<file path="config.mk">
export PLATFORM = sky130hd
export DESIGN_NAME = csr_trap_seq
export DESIGN_NICKNAME = d
export VERILOG_FILES = /design/src/rtl/csr_trap_seq.sv
export SDC_FILE = /design/constraint.sdc
export NUM_CORES = 1
export LEC_CHECK = 0
export BUFFER_PORTS_ARGS = -buffer_cell sky130_fd_sc_hd__buf_2
export CAP_MARGIN = 0
export CORE_MARGIN = 5
export CORE_UTILIZATION = 45
export DETAILED_ROUTE_END_ITERATION = 8
export PLACE_DENSITY = 0.82
export REMOVE_ABC_BUFFERS = 1
export SYNTH_ARGS = -nofsm -noshare
export SYNTH_HDL_FRONTEND = slang
export SYNTH_SLANG_ARGS = --single-unit
</file>
<file path="constraint.sdc">
create_clock -name clk -period 1.5 [get_ports clk]
set_input_delay 0.15 -clock clk [delete_from_list [all_inputs] [get_ports clk]]
set_output_delay 0.15 -clock clk [all_outputs]
set_load 0.01 [all_outputs]
</file>
<file path="src/rtl/csr_trap_seq.sv">
// csr_trap_seq: sequences Zicsr, ECALL, MRET and illegal-instruction traps
// onto the single-ported machine-mode CSR file.
module csr_trap_seq #(
    parameter int XLEN          = 32,
    parameter int CAUSE_ECALL   = 11,
    parameter int CAUSE_ILLEGAL = 2
) (
    input  logic            clk,
    input  logic            rst_n,
    input  logic            req_valid,
    output logic            req_ready,
    input  logic [2:0]      req_op,
    input  logic [11:0]     req_csr,
    input  logic [XLEN-1:0] req_src,
    input  logic            req_nowrite,
    input  logic [XLEN-1:0] req_pc,
    output logic            resp_valid,
    output logic [XLEN-1:0] resp_rdata,
    output logic            redirect_valid,
    output logic [XLEN-1:0] redirect_pc,
    output logic            csr_wen,
    output logic [XLEN-1:0] csr_addr,
    output logic [XLEN-1:0] csr_wdata,
    input  logic [XLEN-1:0] csr_rdata,
    output logic            busy
);
    localparam logic [11:0] MSTATUS = 12'h300;
    localparam logic [11:0] MTVEC   = 12'h305;
    localparam logic [11:0] MEPC    = 12'h341;
    localparam logic [11:0] MCAUSE  = 12'h342;
    localparam logic [2:0] OP_RW = 3'd0, OP_RS = 3'd1, OP_ECALL = 3'd3, OP_MRET = 3'd4, OP_ILL = 3'd5;

    typedef enum logic [3:0] {IDLE, ZRD, ZWR, TEPC, TCAUSE, SRD, SWR, TVEC, REPC} state_t;

    state_t          state, nxt;
    logic [2:0]      op, op_n;
    logic [11:0]     csr, addr;
    logic [XLEN-1:0] src, pc, old, ms_trap, ms_mret;
    logic            nowrite, csr_ok;

    // Bad CSR addresses and reserved opcodes collapse into the illegal trap at accept.
    assign csr_ok = req_csr inside {MSTATUS, MTVEC, MEPC, MCAUSE};
    assign op_n   = (req_op > OP_ILL || (req_op < OP_ECALL && !csr_ok)) ? OP_ILL : req_op;
    assign req_ready = state == IDLE;
    assign busy      = !req_ready;
    assign csr_addr  = XLEN'(addr);

    always_comb begin
        ms_trap        = old;
        ms_trap[7]     = old[3];
        ms_trap[3]     = 1'b0;
        ms_trap[12:11] = 2'b11;
        ms_mret        = old;
        ms_mret[3]     = old[7];
        ms_mret[7]     = 1'b1;
        ms_mret[12:11] = 2'b11;
    end

    always_comb begin
        nxt            = state;
        addr           = 12'h0;
        csr_wen        = 1'b0;
        csr_wdata      = '0;
        resp_valid     = 1'b0;
        resp_rdata     = '0;
        redirect_valid = 1'b0;
        redirect_pc    = '0;
        case (state)
            IDLE: if (req_valid) nxt = op_n < OP_ECALL ? ZRD : op_n == OP_MRET ? SRD : TEPC;
            ZRD: begin
                addr = csr;
                nxt  = ZWR;
            end
            ZWR: begin
                addr       = csr;
                csr_wen    = op == OP_RW || !nowrite;
                csr_wdata  = op == OP_RW ? src : op == OP_RS ? old | src : old & ~src;
                resp_valid = 1'b1;
                resp_rdata = old;
                nxt        = IDLE;
            end
            TEPC: begin
                addr      = MEPC;
                csr_wen   = 1'b1;
                csr_wdata = pc;
                nxt       = TCAUSE;
            end
            TCAUSE: begin
                addr      = MCAUSE;
                csr_wen   = 1'b1;
                csr_wdata = op == OP_ECALL ? XLEN'(CAUSE_ECALL) : XLEN'(CAUSE_ILLEGAL);
                nxt       = SRD;
            end
            SRD: begin
                addr = MSTATUS;
                nxt  = SWR;
            end
            SWR: begin
                addr      = MSTATUS;
                csr_wen   = 1'b1;
                csr_wdata = op == OP_MRET ? ms_mret : ms_trap;
                nxt       = op == OP_MRET ? REPC : TVEC;
            end
            TVEC: begin
                addr           = MTVEC;
                resp_valid     = 1'b1;
                redirect_valid = 1'b1;
                redirect_pc    = {csr_rdata[XLEN-1:2], 2'b00};
                nxt            = IDLE;
            end
            REPC: begin
                addr           = MEPC;
                resp_valid     = 1'b1;
                redirect_valid = 1'b1;
                redirect_pc    = csr_rdata;
                nxt            = IDLE;
            end
            default: nxt = IDLE;
        endcase
    end

    always_ff @(posedge clk or negedge rst_n) begin
        if (!rst_n) begin
            state   <= IDLE;
            op      <= '0;
            csr     <= '0;
            src     <= '0;
            nowrite <= 1'b0;
            pc      <= '0;
            old     <= '0;
        end else begin
            state <= nxt;
            if (state == IDLE && req_valid) begin
                op      <= op_n;
                csr     <= req_csr;
                src     <= req_src;
                nowrite <= req_nowrite;
                pc      <= req_pc;
            end
            if (state == ZRD || state == SRD) old <= csr_rdata;
        end
    end
endmodule
</file>
=== Word-level counts from Yosys, hierarchy flattened ===
Cells that the tools add are included.

* Memories: 0
* Bits in latches: 0
* Bits of input ports: 115
* Output and inout port bits: 133
* Memory bits (read-only): 0
* Flip-flop bits (word level): 116
* Bits in writable memories: 0

* Div/mod/pow operators: 0
* Magnitude comparators: 3
* Shifts and indexed selects: 0
* Reductions and logical operators: 17
* Multiply operators: 0
* Equal/unequal tests: 17
* Bitwise logic cells: 3
* Muxes and demuxes: 17
* Add/subtract/negate cells: 0

{| class="wikitable"
|+ Operators with widths
! cell !! count
|-
| case mux 32 bit (4 select lines) || 1
|-
| 2-to-1 mux 32 bit || 3
|-
| case mux 32 bit (2 select lines) || 1
|-
| case mux 12 bit (5 select lines) || 1
|-
| equality test 12 x 10 -> 1 bit (second input constant) || 4
|-
| bitwise AND 32 bit || 1
|-
| NOT 32 bit || 1
|-
| OR 32 bit || 1
|-
| case mux 4 bit (6 select lines) || 1
|-
| equality test 4 x 3 -> 1 bit (second input constant) || 4
|-
| 2-to-1 mux 4 bit || 3
|-
| 2-to-1 mux 3 bit || 3
|-
| equality test 4 x 2 -> 1 bit (second input constant) || 2
|-
| 2-to-1 mux 8 bit || 1
|-
| OR reduction 2 bit || 4
|-
| equality test 3 bit (second input constant) || 2
|-
| < comparator 3 x 2 -> 1 bit (second input constant) || 2
|-
| OR reduction 3 bit || 2
|-
| equality test 4 x 1 -> 1 bit (second input constant) || 1
|-
| equality test 4 bit (second input constant) || 1
|-
| zero test 4 bit || 1
|-
| nonzero test 4 bit || 1
|-
| equality test 3 x 1 -> 1 bit (second input constant) || 1
|-
| equality test 3 x 2 -> 1 bit (second input constant) || 1
|-
| 8 further kinds || 14
|}

=== Logic depth before layout (Yosys ltp) ===
Gate-level depths: netlist of the first run.

* Depth in word-level cells: 11
* Gate-level depth with buffers: 7
* Gate-level depth less buffers: 4

=== Worst setup path after synthesis of the first run ===
OpenSTA, ideal clock, no wires.

* Kind: register to register
* Start point: register state[0]
* End point: register csr[0]
* Data required time: 1,375 ps
* Path slack: -199 ps
* Cell stages (with the launch flop): 7
* Library setup time: 125 ps
* Path buffers: 3
* Arrival: 1,574 ps
* Cell sequence: dfrtp_1 > buf_6 > nor4_4 > nand2_1 > buf_6 > buf_6 > mux2_4

* Cells in the longest elaborated chain, start to end: 2

{| class="wikitable"
|+ RTL lines
! what !! line !! source
|-
| from (decl) || 35 || <nowiki>state_t state, nxt;</nowiki>
|-
| from (signal assigned) || 132 || <nowiki>state <= nxt;</nowiki>
|-
| zero test 4 bit || - ||
|-
| net req_ready || 11 || <nowiki>output logic req_ready,</nowiki>
|-
| logical AND 1 bit || 133 || <nowiki>if (state == IDLE && req_valid) begin</nowiki>
|-
| to (signal assigned) || 135 || <nowiki>csr <= req_csr;</nowiki>
|-
| to (decl) || 37 || <nowiki>logic [11:0] csr, addr;</nowiki>
|}

The timed path passes the listed nets, and every way through them passes these cells.
A chain may end at the register's enable or synchronous reset.

=== Worst setup path after layout of the first run ===
* Start point: register op[2]
* End point: output port csr_wdata[21]

* Cells in the longest elaborated chain, start to end: 4
* Elaborated cells between the ends (all ways): 5
* Classes of those cells: eq/ne: 1; mux: 3; reduce/logical: 1

{| class="wikitable"
|+ RTL lines
! what !! line !! source
|-
| from (decl) || 36 || <nowiki>logic [2:0] op, op_n;</nowiki>
|-
| from (signal assigned) || 134 || <nowiki>op <= op_n;</nowiki>
|-
| equality test 3 x 1 -> 1 bit || 77 || <nowiki>csr_wdata = op == OP_RW ? src : op == OP_RS ? old | src : old & ~src;</nowiki>
|-
| 2-to-1 mux 32 bit || 77 ||
|-
| 2-to-1 mux 32 bit * || 77 ||
|-
| case mux 32 bit (4 select lines) * || 68 || <nowiki>case (state)</nowiki>
|-
| to (decl) || 23 || <nowiki>output logic [XLEN-1:0] csr_wdata,</nowiki>
|}

Every way passes the cells marked *; elsewhere a longest branch is shown, timed or not.

==> results.sh, run 1 <==
export IMPL_outcome="complete, but fails checks"
export IMPL_violations="setup timing"
export IMPL_crit_arrival_ns=2.10
export IMPL_vias_per_cell=5.632
export IMPL_r2r_slack_ns=-0.62
export IMPL_antenna_found_initial=1
export IMPL_die_area_sq_um=17170
export IMPL_fillers=838
export IMPL_period_needed_ns=2.252
export IMPL_max_cap_violations=0
export IMPL_clkLatencyLatePin_ns=0.42
export IMPL_place_hpwl_microns=13360
export IMPL_synthTopCellsByArea="dfrtp_1 44%, mux2_4 15%, mux2_2 7.5%"
export IMPL_holdCritPathClass="in2reg"
export IMPL_grt_usage=0.2968
export IMPL_reg2reg_from="state[3]"
export IMPL_synth_distinct_cells=47
export IMPL_drt_iter0_markers=445
export IMPL_slowest_delay_ns=0.47
export IMPL_final_area_sq_um=11190
export IMPL_worstPathRequired_ns=1.35
export IMPL_chipWidth_microns=131.1
export IMPL_gp_congestion=0.8380
export IMPL_synth_edf_count=0
export IMPL_grt_pass1_wl_microns=37760
export IMPL_ant_nets=0
export IMPL_wl_per_cell_microns=23.28
export IMPL_synthesis_area_sq_um=6594
export IMPL_cts_root_buf="clkbuf_16"
export IMPL_grt_busiest_layer="met2"
export IMPL_hold_worst_slack_ns=0.02235
export IMPL_power_density_nw_per_um2=2057
export IMPL_critical_path_class="reg2out"
export IMPL_fmax_mhz=444.0
export IMPL_ys_flop_type="dfrtp_1"
export IMPL_setup_viol=227
export IMPL_grt_max_degree=48
export IMPL_nNetsFinal=1096
export IMPL_crit_slowest_cell="or3_4"
export IMPL_synth_top_area_frac=0.4402
export IMPL_cts_tree="yes"
export IMPL_htree_levels=4
export IMPL_hold_viol=0
export IMPL_synthCells=575
export IMPL_leakagePower_nw=5.455
export IMPL_grt_pass1_vias=6842
export IMPL_gr_usage_met1=0.3290
export IMPL_fin_skew_ns=0.007823
export IMPL_final_cell_mix="202 x buf_2, 115 x dfrtp_1, 107 x dlygate4sd3_1"
export IMPL_yosysTopAreaCell="dfrtp_1"
export IMPL_ys_seq_elements=116
export IMPL_placed_area_sq_um=8232
export IMPL_final_common_cell="buf_2"
export IMPL_die_y_microns=131.1
export IMPL_r2r_cells=8
export IMPL_clkTransAtPathRegs_ns=0.05
export IMPL_yosysWarningCount=0
export IMPL_yosysSeqAreaShare=0.4402
export IMPL_pin_count=248
export IMPL_grt_use_met3=0.07820
export IMPL_cts_sinks=116
export IMPL_syn_area_per_cell_sq_um=11.47
export IMPL_core_sq_um=14480
export IMPL_cts_buffer_depth=2
export IMPL_grt_overflow=0
export IMPL_drive_above_1_share=0.5313
export IMPL_max_slew_margin_rel=0.6581
export IMPL_start_util=0.4554
export IMPL_setup_ws_ns=-0.7522
export IMPL_critPathLaunch="op[2]"
export IMPL_grtUsageMet2=0.5257
export IMPL_route_detailed_drc=0
export IMPL_worstSetupEndpointType="output pin"
export IMPL_rsz0062_at_grt="yes"
export IMPL_drv_slew=0
export IMPL_numCtsBuffers=17
export IMPL_dr_pass1_iters=5
export IMPL_final_util=0.7731
export IMPL_row_count=44
export IMPL_max_vdd_ir_drop_v=0.001346
export IMPL_syn_to_final_growth_pct=69.75
export IMPL_wl_microns=27440
export IMPL_cp_start_kind="flip-flop"
export IMPL_reg2reg_to="pc[30]"
export IMPL_fin_crit_sh=1.501
export IMPL_io_buffers=227
export IMPL_endpoint="csr_wdata[21]"
export IMPL_ys_async_sr_fraction=1.000
export IMPL_num_vias=6640
export IMPL_cp_max_fo=16
export IMPL_tightest_slew_ns=0.5058
export IMPL_worstPathCellList="or3_4, buf_12, nand3b_1, a21oi_2, a221o_1, buf_2"
-- kinds of logic after synthesis --
| kind of cell | after synthesis | share of synthesized area |
|---|---|---|
| other | 1 | 0.0005687 |
| and+or+nand+nor | 183 | 0.1643 |
| AOI/OAI and AO/OA | 99 | 0.1066 |
| DFF | 116 | 0.4402 |
| xor gates and xnor gates | 1 | 0.001329 |
| buffers and inverters | 65 | 0.06224 |
| muxes | 110 | 0.2247 |
-- synth_stat cells (2+ instances only) --
master and number:
dfrtp_1 116, and2_1 70, mux2_4 65, mux2_2 44, nand2_1 41, a21oi_1 35, a221o_1 28, nand3b_1 27
buf_4 22, clkbuf_1 16, nor2_1 14, o21ai_0 14, buf_2 13, buf_6 9, nor2b_1 6, a211oi_1 5
inv_1 4, nand2b_1 4, a221oi_1 3, a22oi_1 3, nor3_1 3, nor4b_1 3, nand4b_1 2, nor3_2 2
nor3b_1 2, nor4_1 2, or3_1 2
-- power breakdown --
part	switching (mW)	internal [mW]	total [mW]	leakage, nW
Combinational	5.55	7.21	12.8	3.80
Clock	1.40	2.64	4.04	0.286
Sequential	1.46	4.76	6.22	1.37
-- registers in the layout, summed over array words and instances (netlist names) --
| name | flops |
|---|---|
| state | 4 |
| src | 32 |
| old | 32 |
| nowrite | 1 |
| op | 3 |
| csr | 12 |
| pc | 32 |
-- worst min path at each step --
stage	startpoint	to	slack, ns	depth (start not counted)
floorplan	rst_n	csr[0]	-0.15	0
global placement	rst_n	pc[19]	0.09	1
detailed placement	rst_n	pc[19]	0.09	1
CTS	req_csr[0]	csr[0]	0.002	2
global route	req_csr[2]	csr[2]	0.008	2
finish	req_csr[0]	csr[0]	0.02	2
-- layer usage --
metal,share of wire,vias to the layer above
met5,0,-
met4,0.037,0
met3,0.070,88
met2,0.53,385
met1,0.37,3315
li1,-,2852
-- layout make-up --
type | instances | area, sq um | area share
sequential | 116 | 2904 | 0.2594
clock buffer | 26 | 509.2 | 0.04550
inverter | 4 | 15.01 | 0.001341
clock inverter | 4 | 70.07 | 0.006260
timing repair buffer | 428 | 3777 | 0.3375
multi-input combinational | 414 | 3680 | 0.3288
antenna | 3 | 7.507 | 0.0006707
tap | 184 | 230.2 | 0.02057
-- worst max-delay path: cells and delay by family (launching register included) --
family	cells	cell delay, ns
buf+inv	2	0.33
compound gates	2	0.34
simple gates	2	0.60
flops	1	0.40
-- per-stage QoR --
step / worst slack (ns) / TNS, ns / std cells / total power, mW
after floorplan: -2.594 / -301.30 / 533 / 11.59
after global placement: -0.2245 / -38.14 / 994 / 15.15
after detailed placement: -0.2811 / -42.55 / 994 / 15.44
after CTS: -0.6737 / -107.53 / 1165 / 21.77
after global routing: -0.8188 / -139.80 / 1177 / 23.98
final: -0.7522 / -126.23 / 1179 / 23.02
-- what timing repair did --
item | in CTS | in global routing
hold buffers | 106 | 1
resized for setup | 94 | 57
endpoints found under the hold margin | 162 | 1
endpoints found under the setup margin | 226 | 227
cloned | 17 | 6
buffers inserted | 18 | 8
pin swaps | 25 | 22
(Power assumes the default switching activity.)
==> run 2: changes to the inputs <==
CAP_MARGIN = default   (was 0)
CORE_UTILIZATION = 47   (was 45)
RECOVER_POWER = 50   (was default)
clock period = 2.5 ns   (was 1.5 ns; I/O delays follow)
==> results.sh, run 2 (same netlist as run 1, synthesis figures left out) <==
export IMPL_grt_overflow=0
export IMPL_pwr_share_clk=0.211
export IMPL_period_needed_ns=2.467
export IMPL_core_sq_um=13830
export IMPL_fin_crit_sh=0.9869
export IMPL_final_util=0.6398
export IMPL_drive_above_1_share=0.5179
export IMPL_cts_tree="yes"
export IMPL_swShare=0.3580
export IMPL_numCtsBuffers=17
export IMPL_cp_max_fo=7
export IMPL_gp_congestion=0.8317
export IMPL_max_vdd_ir_drop_v=0.0008409
export IMPL_setup_tns_ns=0
export IMPL_syn_to_final_growth_pct=34.16
export IMPL_clkTransAtPathRegs_ns=0.06
export IMPL_n_antenna_cell=0
export IMPL_min_path_cells=2
export IMPL_vias_per_cell=5.422
export IMPL_cp_start_kind="flip-flop"
export IMPL_antenna_found_initial=1
export IMPL_final_cell_mix="224 x buf_2, 112 x dfrtp_1, 68 x and2_1"
export IMPL_largestRegisters="old x32, pc x32, src x32"
export IMPL_rsz0062_at_grt="yes"
export IMPL_tightest_slew_ns=1.084
export IMPL_leakagePower_nw=4.465
export IMPL_htree_levels=4
export IMPL_chipWidth_microns=128.4
export IMPL_r2r_slack_ns=0.36
export IMPL_wl_microns=19830
export IMPL_max_slew_margin_rel=0.2774
export IMPL_drv_slew=0
export IMPL_worstSetupEndpointType="output pin"
export IMPL_wl_per_cell_microns=19.52
export IMPL_hold_viol=0
export IMPL_grt_max_degree=66
export IMPL_crit_arrival_ns=2.22
export IMPL_row_count=43
export IMPL_critical_path_class="reg2out"
export IMPL_fmax_mhz=405.3
export IMPL_ant_nets=0
export IMPL_die_y_microns=128.4
export IMPL_outcome="finished, final reports clean"
export IMPL_grt_usage=0.2307
export IMPL_die_area_sq_um=16500
export IMPL_io_buffers=227
export IMPL_fin_skew_ns=0.007618
export IMPL_clkLatencyLatePin_ns=0.41
export IMPL_internal_power_mw=7.613
export IMPL_max_cap_violations=0
export IMPL_power_density_nw_per_um2=1341
export IMPL_nNetsFinal=938
export IMPL_cts_sinks=116
export IMPL_r2r_cells=6
export IMPL_grt_pass1_vias=5504
export IMPL_grt_pass1_wl_microns=29440
export IMPL_holdCritPathClass="in2reg"
export IMPL_cts_root_buf="clkbuf_16"
export IMPL_combPwrFrac=0.479
export IMPL_route_detailed_drc=0
export IMPL_worstPathRequired_ns=2.25
export IMPL_setup_viol=0
export IMPL_final_common_cell="buf_2"
export IMPL_place_hpwl_microns=13170
export IMPL_drt_iter0_markers=410
export IMPL_switchingPower_mw=4.246
export IMPL_cts_buffer_depth=2
export IMPL_seqPwrFrac=0.310
export IMPL_start_util=0.4769
export IMPL_dr_pass1_iters=5
export IMPL_pin_count=248
export IMPL_num_vias=5509
run 2: changes by cell type in the layout (fill, tap and decap cells not counted), moves of 11 or more:
| cell | delta |
|---|---|
| buf_2 | +22 |
| buf_16 | -11 |
| and2_1 | +18 |
| buf_6 | -39 |
| and2_4 | -18 |
| dlygate4sd3_1 | -106 |
run 2: power by group through the flow:
stage               clock network, mW  logic (mW)  registers [mW]
global placement                    0        5.22            3.58
detailed placement                  0        5.32            3.63
global route                     2.64        6.13            3.78
floorplan                           0        3.67            3.43
finish                           2.50        5.68            3.67
CTS                              2.54        5.44            3.64
run 2: through the flow:
stage | instance area, sq um | power [mW] | instances | setup WS [ns] | hold WS, ns
after floorplan | 6270 | 7.103 | 533 | -1.594 | -0.04559
after global placement | 7946 | 8.797 | 966 | 0.2778 | 0.1399
after detailed placement | 7946 | 8.949 | 966 | 0.1897 | 0.1413
after CTS | 8626 | 11.61 | 1003 | -0.05592 | 0.04414
after global routing | 8846 | 12.55 | 1016 | -0.03598 | 0.04853
final | 8846 | 11.86 | 1016 | 0.03273 | 0.06378
run 2: timing repair:
action | in CTS | in global routing
pin swaps | 1 | 1
buffers inserted | 3 | 10
setup endpoints to repair | 59 | 68
hold endpoints to repair | 16 | 0
gates cloned | 1 | 3
resized for setup | 6 | 28
hold buffers | 1 | 0
run 2: cell type report:
| class | count | area [sq um] |
|---|---|---|
| clock buffers | 23 | 488.0 |
| clock inverters | 9 | 125.1 |
| fillers | 1092 | 4981 |
| inverters | 4 | 18.77 |
| multi-input cells | 414 | 3453 |
| flip-flops and latches | 116 | 2908 |
| well taps | 180 | 225.2 |
| repair buffers | 270 | 1628 |
run 2: path summary, 6_finish.rpt:
path / startpoint / end
max: state[2] / redirect_pc[29]
min: req_src[6] / src[6]
max reg2reg: state[0] / pc[26]
min reg2reg: csr[7] / csr[7]
max in group asynchronous: rst_n / pc[26]
min in group asynchronous: rst_n / nowrite
run 2: worst max-delay path, cell delays in order, from the launching register on:
cell	delay, ns
dfrtp_2	0.43
buf_12	0.14
or4b_4	0.55
o21ai_4	0.20
clkbuf_16	0.24
and2_1	0.12
buf_2	0.12
run 2: per-layer routing:
layer | up-vias | GRT usage | part of all wire
met3 | 26 | 0.06476 | 0.080
met1 | 2704 | 0.2839 | 0.40
li1 | 2521 | - | -
met5 | - | 0 | 0.00035
met4 | 2 | 0.07553 | 0.016
met2 | 256 | 0.3920 | 0.50
==> run 3: changes to the inputs <==
PLACE_DENSITY = 0.83   (was 0.82)
==> results.sh, run 3 (same netlist as run 1, synthesis figures left out) <==
export IMPL_outcome="finished, final reports clean"
export IMPL_row_count=43
export IMPL_wl_microns=19350
export IMPL_pin_count=248
export IMPL_grt_pass1_wl_microns=29460
export IMPL_worstPathCellList="nand2b_2, or3_1, buf_4, a21oi_1, a221o_1, buf_2"
export IMPL_route_detailed_drc=0
export IMPL_start_util=0.4769
export IMPL_cts_buffer_depth=2
export IMPL_numCtsBuffers=17
export IMPL_min_path_cells=2
export IMPL_grt_overflow=0
export IMPL_r2r_cells=6
export IMPL_dr_pass1_iters=6
export IMPL_syn_to_final_growth_pct=29.64
export IMPL_tightest_slew_ns=1.124
export IMPL_hold_viol=0
export IMPL_worstPathRequired_ns=2.25
export IMPL_max_cap_violations=0
export IMPL_critical_path_class="reg2out"
export IMPL_drv_slew=0
export IMPL_die_area_sq_um=16500
export IMPL_core_sq_um=13830
export IMPL_multiInputGateArea_sq_um=3426
export IMPL_die_y_microns=128.4
export IMPL_crit_slowest_cell="dfrtp_1"
export IMPL_clkTransAtPathRegs_ns=0.05
export IMPL_grt_usage=0.2310
export IMPL_largestRegisters="old x32, pc x32, src x32"
export IMPL_num_vias=5505
export IMPL_place_hpwl_microns=13300
export IMPL_cts_root_buf="clkbuf_16"
export IMPL_max_vdd_ir_drop_v=0.0007465
export IMPL_slowest_delay_ns=0.41
export IMPL_cts_sinks=116
export IMPL_cp_start_kind="flip-flop"
export IMPL_max_slew_margin_rel=0.2510
export IMPL_leakagePower_nw=4.338
export IMPL_clkLatencyLatePin_ns=0.41
export IMPL_preCtsSetupSlack_ns=0.2931
export IMPL_drt_iter0_markers=316
export IMPL_antenna_found_initial=1
export IMPL_setup_ws_ns=0.06797
export IMPL_worst_path_buf_inv=2
export IMPL_cts_tree="yes"
export IMPL_io_buffers=227
export IMPL_chipWidth_microns=128.4
export IMPL_fillers=1123
export IMPL_gp_congestion=0.8816
export IMPL_drive_above_1_share=0.4933
export IMPL_vias_per_cell=5.483
export IMPL_power_density_nw_per_um2=1326
export IMPL_regArea_sq_um=2904
export IMPL_final_cell_mix="226 x buf_2, 115 x dfrtp_1, 70 x and2_1"
export IMPL_wl_per_cell_microns=19.27
export IMPL_htree_levels=4
export IMPL_final_util=0.6182
export IMPL_fin_skew_ns=0.006795
export IMPL_cp_max_fo=17
export IMPL_worstSetupEndpointType="output pin"
export IMPL_nNetsFinal=926
export IMPL_ant_nets=0
export IMPL_crit_arrival_ns=2.18
export IMPL_fmax_mhz=411.2
export IMPL_grt_pass1_vias=5490
export IMPL_rsz0062_at_grt="yes"
export IMPL_grt_max_degree=56
export IMPL_setup_viol=0
export IMPL_holdCritPathClass="in2reg"
export IMPL_period_needed_ns=2.432
export IMPL_fin_crit_sh=0.9728
export IMPL_crit_cells=6
export IMPL_final_common_cell="buf_2"
export IMPL_critical_path_top_delay_family="simple AND/OR/NAND/NOR gates"
-- run 3: power by group --
group / leakage, nW / switching [mW] / internal [mW]
clock network: 0.277 / 0.802 / 1.49
registers: 1.37 / 0.783 / 2.86
logic: 2.69 / 2.52 / 2.88
-- run 3: layout make-up --
| cell class | instances | share of cell area |
|---|---|---|
| clock buffer | 27 | 0.06001 |
| sequential | 116 | 0.3397 |
| clock inverter | 4 | 0.005269 |
| timing repair buffer | 258 | 0.1658 |
| antenna | 1 | 0.0002927 |
| tap | 180 | 0.02635 |
| inverter | 4 | 0.001756 |
| multi-input combinational | 414 | 0.4008 |
-- run 3: timing repair --
action                                  4_1_cts  5_1_grt
pin swaps                                     1        1
endpoints found under the setup margin       30       51
hold endpoints to repair                     41        0
gates cloned                                  1        0
resized for setup                             3        5
hold buffers                                  1        0
buffers inserted                              2        3
-- run 3: path summary, 6_finish.rpt --
check	slack [ns]	from	to
min	0.07	req_pc[17]	pc[17]
max	0.07	state[0]	csr_wdata[18]
min reg2reg	0.51	pc[8]	pc[8]
min in group asynchronous	0.60	rst_n	csr[6]
max reg2reg	0.49	state[1]	op[1]
max in group asynchronous	0.50	rst_n	pc[24]
-- run 3: through the flow --
step / area, sq um / instances / setup TNS (ns) / power (mW) / hold slack, ns
6_report: 8548 / 1004 / 0 / 11.33 / 0.06926
5_1_grt: 8546 / 1003 / -0.3474 / 11.99 / 0.04873
4_1_cts: 8524 / 1000 / 0 / 11.33 / 0.05067
3_5_place_dp: 7914 / 965 / 0 / 8.917 / 0.2925
3_3_place_gp: 7914 / 965 / 0 / 8.741 / 0.2810
2_1_floorplan: 6270 / 533 / -133.74 / 7.103 / -0.04559
-- run 3: layer usage --
layer | GRT usage | vias up | share of wire
met4 | 0.09114 | 2 | 0.020
met1 | 0.2863 | 2726 | 0.40
met3 | 0.06227 | 37 | 0.078
met2 | 0.3846 | 242 | 0.50
li1 | - | 2498 | -
met5 | 0 | - | 0.00057
